`config.mk`:
```
export PLATFORM = sky130hd
export DESIGN_NAME = br_resolve
export DESIGN_NICKNAME = d
export VERILOG_FILES = /design/src/rtl/br_resolve.sv
export SDC_FILE = /design/constraint.sdc
export NUM_CORES = 1
export LEC_CHECK = 0
export CORE_UTILIZATION = 45
export CTS_CLUSTER_DIAMETER = 50
export CTS_CLUSTER_SIZE = 28
export DETAILED_ROUTE_END_ITERATION = 7
export GPL_TIMING_DRIVEN = 1
export PLACE_DENSITY = 0.91
export SYNTH_ARGS = -nofsm -noshare
export SYNTH_HDL_FRONTEND = slang
export SYNTH_SLANG_ARGS = --single-unit
```
`constraint.sdc`:
```
create_clock -name clk -period 4.9 [get_ports clk]
set_input_delay 1.225 -clock clk [delete_from_list [all_inputs] [get_ports clk]]
set_output_delay 1.225 -clock clk [all_outputs]
set_load 0.05 [all_outputs]
```
`src/rtl/br_resolve.sv`:
```
// Execute-stage branch resolution: resolves direction/target, checks the fetch prediction,
// registers the result and pulses a fetch redirect. Optional counters under BR_PERF_CTR_EN.
module br_resolve #(
  parameter int CTR_W = 32
) (
  input  logic             clk,
  input  logic             rst,
  input  logic             in_valid,
  output logic             in_ready,
  input  logic [31:0]      in_pc,
  input  logic [31:0]      in_rs1_v,
  input  logic [31:0]      in_rs2_v,
  input  logic [31:0]      in_imm,
  input  logic [2:0]       in_cmpop,
  input  logic [1:0]       in_kind,
  input  logic             in_pred_taken,
  input  logic [31:0]      in_pred_target,
  input  logic             in_epoch,
  output logic             out_valid,
  input  logic             out_ready,
  output logic [31:0]      out_pc,
  output logic [31:0]      out_target,
  output logic [31:0]      out_link,
  output logic             out_taken,
  output logic             out_mispredict,
  output logic             out_misaligned,
  output logic             redirect_valid,
  output logic [31:0]      redirect_pc,
  output logic [CTR_W-1:0] perf_br_cnt,
  output logic [CTR_W-1:0] perf_mp_cnt
);

  typedef enum logic {EMPTY, FULL} state_e;

  state_e      state_q, state_d;
  logic        epoch_q;
  logic [31:0] pc_q, target_q, link_q;
  logic        taken_q, mp_q, mis_q, redir_q;

  logic        resTaken, resMis, resMp;
  logic [31:0] resTarget, resLink;
  logic        stale, liveAcc;

  // RV32I branch comparator; the two reserved funct3 codes never take.
  function automatic logic cmp(input logic [2:0] op, input logic [31:0] a, input logic [31:0] b);
    case (op)
      3'b000:  cmp = (a == b);
      3'b001:  cmp = (a != b);
      3'b100:  cmp = ($signed(a) <  $signed(b));
      3'b101:  cmp = ($signed(a) >= $signed(b));
      3'b110:  cmp = (a <  b);
      3'b111:  cmp = (a >= b);
      default: cmp = 1'b0;
    endcase
  endfunction

  always_comb begin
    resLink   = in_pc + 32'd4;
    resTaken  = 1'b0;
    resTarget = resLink;
    case (in_kind)
      2'b01: begin
        resTaken  = cmp(in_cmpop, in_rs1_v, in_rs2_v);
        resTarget = in_pc + in_imm;
      end
      2'b10: begin
        resTaken  = 1'b1;
        resTarget = in_pc + in_imm;
      end
      2'b11: begin
        resTaken  = 1'b1;
        resTarget = (in_rs1_v + in_imm) & ~32'd1;
      end
      default: ;
    endcase
    resMis = resTaken & resTarget[1];
    resMp  = !resMis && ((resTaken != in_pred_taken) ||
                         (resTaken && (resTarget != in_pred_target)));
  end

  // Wrong-path ops are always swallowed so the front end never stalls on them.
  assign stale    = (in_epoch != epoch_q);
  assign in_ready = stale || (state_q == EMPTY) || out_ready;
  assign liveAcc  = in_valid && !stale && ((state_q == EMPTY) || out_ready);

  always_comb begin
    state_d = state_q;
    case (state_q)
      EMPTY:   if (liveAcc) state_d = FULL;
      FULL:    if (out_ready && !liveAcc) state_d = EMPTY;
      default: state_d = EMPTY;
    endcase
  end

  always_ff @(posedge clk or posedge rst) begin
    if (rst) begin
      state_q  <= EMPTY;
      epoch_q  <= 1'b0;
      pc_q     <= '0;
      target_q <= '0;
      link_q   <= '0;
      taken_q  <= 1'b0;
      mp_q     <= 1'b0;
      mis_q    <= 1'b0;
      redir_q  <= 1'b0;
    end else begin
      state_q <= state_d;
      redir_q <= liveAcc && resMp;
      if (liveAcc) begin
        pc_q     <= in_pc;
        target_q <= resTarget;
        link_q   <= resLink;
        taken_q  <= resTaken;
        mp_q     <= resMp;
        mis_q    <= resMis;
        if (resMp) epoch_q <= ~epoch_q;
      end
    end
  end

  assign out_valid      = (state_q == FULL);
  assign out_pc         = pc_q;
  assign out_target     = target_q;
  assign out_link       = link_q;
  assign out_taken      = taken_q;
  assign out_mispredict = mp_q;
  assign out_misaligned = mis_q;
  assign redirect_valid = redir_q;
  assign redirect_pc    = taken_q ? target_q : link_q;

`ifdef BR_PERF_CTR_EN
  logic [CTR_W-1:0] brCnt_q, mpCnt_q;

  always_ff @(posedge clk or posedge rst) begin
    if (rst) begin
      brCnt_q <= '0;
      mpCnt_q <= '0;
    end else if (liveAcc) begin
      if (in_kind != 2'b00) brCnt_q <= brCnt_q + 1'b1;
      if (resMp)            mpCnt_q <= mpCnt_q + 1'b1;
    end
  end

  assign perf_br_cnt = brCnt_q;
  assign perf_mp_cnt = mpCnt_q;
`else
  assign perf_br_cnt = '0;
  assign perf_mp_cnt = '0;
`endif

endmodule

```
## Word-level counts from Yosys, hierarchy flattened

Index checks and enable logic that the tools add are counted.

- Register bits: 102
- Bits of input ports: 171
- Output and inout bits: 198
- Logic and storage cells: 56

- Add/sub/neg operators: 3
- $lt $le $gt $ge: 4
- Equality and inequality tests: 13
- Mux-type cells: 7
- Bitwise operators: 3
- Reductions and logical operators: 17

Operators by type and width:

| kind | count |
|---|---|
| adder 32 bit | 2 |
| greater-or-equal comparator 32 bit | 2 |
| less-than comparator 32 bit | 2 |
| != test 32 bit | 2 |
| one-hot mux 32 bit (2 select lines) | 1 |
| adder 32 x 3 -> 32 bit, second input constant | 1 |
| equality test 32 bit | 1 |
| 2-to-1 mux 32 bit | 1 |
| equality test 3 bit, second input constant | 4 |
| logical AND 1 bit | 6 |
| one-hot mux 1 bit (6 select lines) | 1 |
| equality test 2 bit, second input constant | 2 |
| logical OR 1 bit | 4 |
| one-hot mux 1 bit (2 select lines) | 2 |
| OR reduction 2 bit | 2 |
| equality test 3 x 1 -> 1 bit, second input constant | 1 |
| logical NOT 1 bit | 3 |
| logical NOT 3 bit | 1 |
| equality test 2 x 1 -> 1 bit, second input constant | 1 |
| 2-to-1 mux 1 bit | 2 |
| != test 1 bit | 2 |
| inverter 1 bit | 2 |
| AND reduction 2 bit | 1 |
| AND 1 bit | 1 |

## Depth between registers and ports, before layout

- Depth after elaboration: 8
- Gate-level depth with buffers: 16
- Depth with buffers taken out: 15

## Worst setup path before layout

OpenSTA, ideal clock, no wires.

- Path kind: input-to-reg
- Start point: input in_pc[0]
- End point: register epoch_q
- Setup time: 0.080 ns
- Data arrival time: 4.358 ns
- Data required time: 4.820 ns
- Setup slack: 0.462 ns
- Stages on the path: 15
- Buffers on the path: 0
- Path through: ha_1 > inv_1 > fa_1 > nand2b_1 > a211oi_1 > o21ba_2 > o21ai_0 > a211oi_1 > o31ai_1 > nor3b_1 > a2111o_1 > nor4_1 > nand4b_1 > o31ai_2 > xnor2_1

- Cells in the longest elaborated chain, start to end: 7
- Elaborated cells between the ends (all ways): 10
- Classes of those cells: add/sub: 2; eq/ne: 1; mux: 1; bitwise: 1; reduce/logical: 5

RTL lines:

| what | RTL line | source |
|---|---|---|
| from (decl) | 10 | `input logic [31:0] in_pc,` |
| adder 32 x 3 -> 32 bit or adder 32 bit (tied branches) | 58, 64, 68 |  |
| one-hot mux 32 bit (2 select lines) (*) | 61 | `case (in_kind)` |
| != test 32 bit | 78 | `(resTaken && (resTarget != in_pred_target)));` |
| logical AND 1 bit | 78 |  |
| logical OR 1 bit | 77 | `resMp = !resMis && ((resTaken != in_pred_taken) \|\|` |
| logical AND 1 bit (*) | 77 |  |
| AND reduction 2 bit (no line) (*) | n/a |  |
| to (signal assigned) | 116 | `if (resMp) epoch_q <= ~epoch_q;` |
| to (decl) | 36 | `logic epoch_q;` |

Every way passes the cells marked *; elsewhere a longest branch is shown, timed or not.
A chain may end at the register's enable or synchronous reset.

## Worst setup path in the final report

- Start point: input in_imm[1]
- End point: register epoch_q

- Cells in the longest elaborated chain, start to end: 7
- Elaborated cells between the ends (all ways): 10
- Classes of those cells: add/sub: 2; eq/ne: 1; mux: 1; bitwise: 1; reduce/logical: 5

RTL lines:

| what | RTL line | source |
|---|---|---|
| from (decl) | 13 | `input logic [31:0] in_imm,` |
| adder 32 bit (on tied branches) | 72, 64, 68 |  |
| one-hot mux 32 bit (2 select lines) (*) | 61 |  |
| != test 32 bit | 78 |  |
| logical AND 1 bit | 78 |  |
| logical OR 1 bit | 77 |  |
| logical AND 1 bit (*) | 77 |  |
| AND reduction 2 bit (no line) (*) | n/a |  |

Marked as above.

==> impl_metrics.env <==
export IMPL_status="complete, no violations"
export IMPL_wl_met2_mm=22.6
export IMPL_finalHoldViolations=0
export IMPL_coreArea_mm2=0.0244
export IMPL_layout_nets=2205
export IMPL_critPathCapture="epoch_q"
export IMPL_first_pass_iters=6
export IMPL_netlist_instances=1369
export IMPL_ys_seq_elements=100
export IMPL_power_density_mw_per_mm2=478
export IMPL_grt_max_degree=76
export IMPL_path_clk_slew_ns=0.08
export IMPL_fin_cells=2264
export IMPL_r2r_end="out_target[22]"
export IMPL_holdBufCountCts=0
export IMPL_rows=57
export IMPL_clk_path_buf_depth=2
export IMPL_worstPathRequired_ns=5.17
export IMPL_hold_class="flop to flop"
export IMPL_met1_length_mm=19.3
export IMPL_peakVddDrop_v=0.000509
export IMPL_r2r_start="epoch_q"
export IMPL_cp_cell_sequence="clkdlybuf4s50_1 > inv_1 > buf_4 > fa_1 > nand2b_4 > a21oi_1 > xor2_1 > a222oi_1 > buf_4 > nor2_1 > a211o_1 > nor4b_2 > nand4b_1 > nor4_2 > nand4b_1 > o31ai_4 > xnor2_1"
export IMPL_leakage_nw=7.65
export IMPL_wl_per_cell_um=21.4
export IMPL_vias=13356
export IMPL_area_growth_pct=51.2
export IMPL_top_layer="met4"
export IMPL_place_ws_ns=-0.438
export IMPL_ff2ff_path_depth=5
export IMPL_start_util_pct=46.0
export IMPL_critPathLaunch="in_imm[1]"
export IMPL_grt_antenna_before_repair=1
export IMPL_clkSinkCount=100
export IMPL_cp_start_kind="input pin"
export IMPL_drc=0
export IMPL_r2r_slack_ns=2.42
export IMPL_final_util_pct=69.6
export IMPL_setup_viol=0
export IMPL_crit_type="input pin to flop"
export IMPL_cp_num_buf_inv=4
export IMPL_tightestPinTransition_ns=1.11
export IMPL_ys_types=82
export IMPL_cts_tree="built"
export IMPL_synth_area_mm2=0.0112
export IMPL_finalCriticalPeriod_ns=4.84
export IMPL_dp_hpwl_mm=39.9
export IMPL_worstSkewPairLatency_ns=0.36
export IMPL_cts_root_buf="clkbuf_16"
export IMPL_viasPerCell=5.90
export IMPL_fmax_mhz=207
export IMPL_dp_cells=2241
export IMPL_grt_pass1_vias=12956
export IMPL_worstSetupPathDepth=17
export IMPL_fin_tns_setup_ns=0
export IMPL_numCtsBuffers=9
export IMPL_ys_flop_type="dfrtp_1"
export IMPL_die_y_um=160
export IMPL_drive_above_1_share_pct=24.9
export IMPL_seq_area_frac_synth_pct=22.3
export IMPL_async_flop_share_pct=100
export IMPL_track_usage_pct=36.8
export IMPL_critPathMaxFanout=3
export IMPL_h_tree_depth=3
export IMPL_die_area_mm2=0.0256
export IMPL_ant_nets=0
export IMPL_setup_slack_ns=0.0647
export IMPL_port_buffers=304
export IMPL_dr_wl_met3_mm=4.04
export IMPL_globalRouteOverflowTotal=0
export IMPL_first_iter_violations=1188
export IMPL_grt_pass1_wl_mm=72.8
export IMPL_wirelength_mm=48.5
export IMPL_final_common_cell="buf_4"
export IMPL_arrival_ns=5.10
export IMPL_path_delay_family="compound AO/OA/AOI/OAI gates"
export IMPL_end_kind="flop"
export IMPL_synth_edf_count=0
export IMPL_postSynthAreaPerCell_um2=8.20
export IMPL_mostFrequentLayoutCells="311 x buf_4, 301 x clkdlybuf4s50_1, 155 x nand2_1"
export IMPL_slowest_stage="a222oi_1"
export IMPL_finClkSkew_ns=0.0129
export IMPL_power_mw=8.11
export IMPL_yosys_warnings=0
export IMPL_slowest_delay_ns=0.57
export IMPL_gp_congestion=1.01
export IMPL_slew_violations=0
export IMPL_relSlewSlack_pct=26.0
export IMPL_fin_crit_sh_pct=98.7
export IMPL_io_pins=369
export IMPL_die_width_um=160
export IMPL_maxCapViolations=0
[where the power goes]
part / internal (mW) / total [mW] / switching (mW) / leakage (nW)
Sequential: 1.22 / 1.59 / 0.367 / 1.22
Clock: 0.353 / 0.702 / 0.349 / 0.132
Combinational: 2.17 / 5.82 / 3.65 / 6.30
Total: 3.75 / 8.11 / 4.37 / 7.65
[worst register-to-register path, delay by kind of cell (launching register included)]
kind | cells | cell delay, ns
flops | 1 | 0.43
compound gates | 1 | 0.07
xor+xnor | 1 | 0.41
simple gates | 2 | 0.97
buf+inv | 1 | 0.48
[flip-flops by register name (all words and copies together), names as in the netlist]
| name | count |
|---|---|
| out_valid | 1 |
| out_link | 30 |
| out_pc | 32 |
| redirect_valid | 1 |
| epoch_q | 1 |
| out_target | 32 |
| out_mispredict | 1 |
| out_misaligned | 1 |
| out_taken | 1 |
[synth_stat cells (all sizes together), types with 39 or more instances]
cell	count	area [µm²]
inv	64	240
xor2	48	420
nand2	155	582
nor2	71	267
mux2	86	968
buf	73	562
o21ai	103	515
a21oi	93	465
xnor2	50	438
clkbuf	52	265
dfrtp	100	2500
nand4	39	250
ha	98	1230
[logic make-up (layout without fill, tap and decap cells)]
group                      count (synthesis)  after routing  synth area share, %
muxes                                     98             98                 9.70
other                                      1             65               0.0334
AOI/OAI and AO/OA                        363            363                 21.1
and+or+nand+nor                          419            419                 18.4
DFF                                      100            100                 22.3
adders and majority gates                100            100                 11.3
xor gates and xnor gates                  98             98                 7.65
buffers and inverters                    190            697                 9.54
[worst min path at each step]
| stage | from | endpoint | slack [ns] | cells after the start |
|---|---|---|---|---|
| after floorplan | epoch_q | epoch_q | 0.47 | 1 |
| after global placement | out_pc[25] | out_pc[25] | 0.46 | 2 |
| after detailed placement | out_pc[25] | out_pc[25] | 0.48 | 2 |
| after CTS | out_pc[17] | out_pc[17] | 0.50 | 2 |
| after global routing | out_pc[15] | out_pc[15] | 0.52 | 1 |
| final | out_misaligned | out_misaligned | 0.49 | 2 |
[stage by stage]
stage / hold slack [ns] / cell area (µm²)
final: 0.492 / 17000
after global routing: 0.523 / 17000
after CTS: 0.497 / 16700
after detailed placement: 0.481 / 16400
after global placement: 0.464 / 16400
after floorplan: 0.466 / 11500
[layout make-up]
class	count	area, µm²
Timing Repair Buffer	616	5400
Antenna cell	1	2.50
Clock inverter	7	58.8
Multi-Input combinational cell	1142	8140
Tap cell	324	405
Clock buffer	9	225
Inverter	65	246
Sequential cell	100	2500
Fill cell	1907	7420
[per-layer routing]
metal,up-vias,GRT usage (%)
met1,6303,47.0
met4,0,16.8
met3,193,4.86
li1,6015,-
met2,845,61.7
met5,-,0
[what timing repair did]
action	CTS	global route
cloned	0	0
setup buffers	1	5
gates resized for setup	9	41
setup endpoints to repair	3	3
pin swaps	2	15
Note: power is estimated with default switching activity, not from simulation.
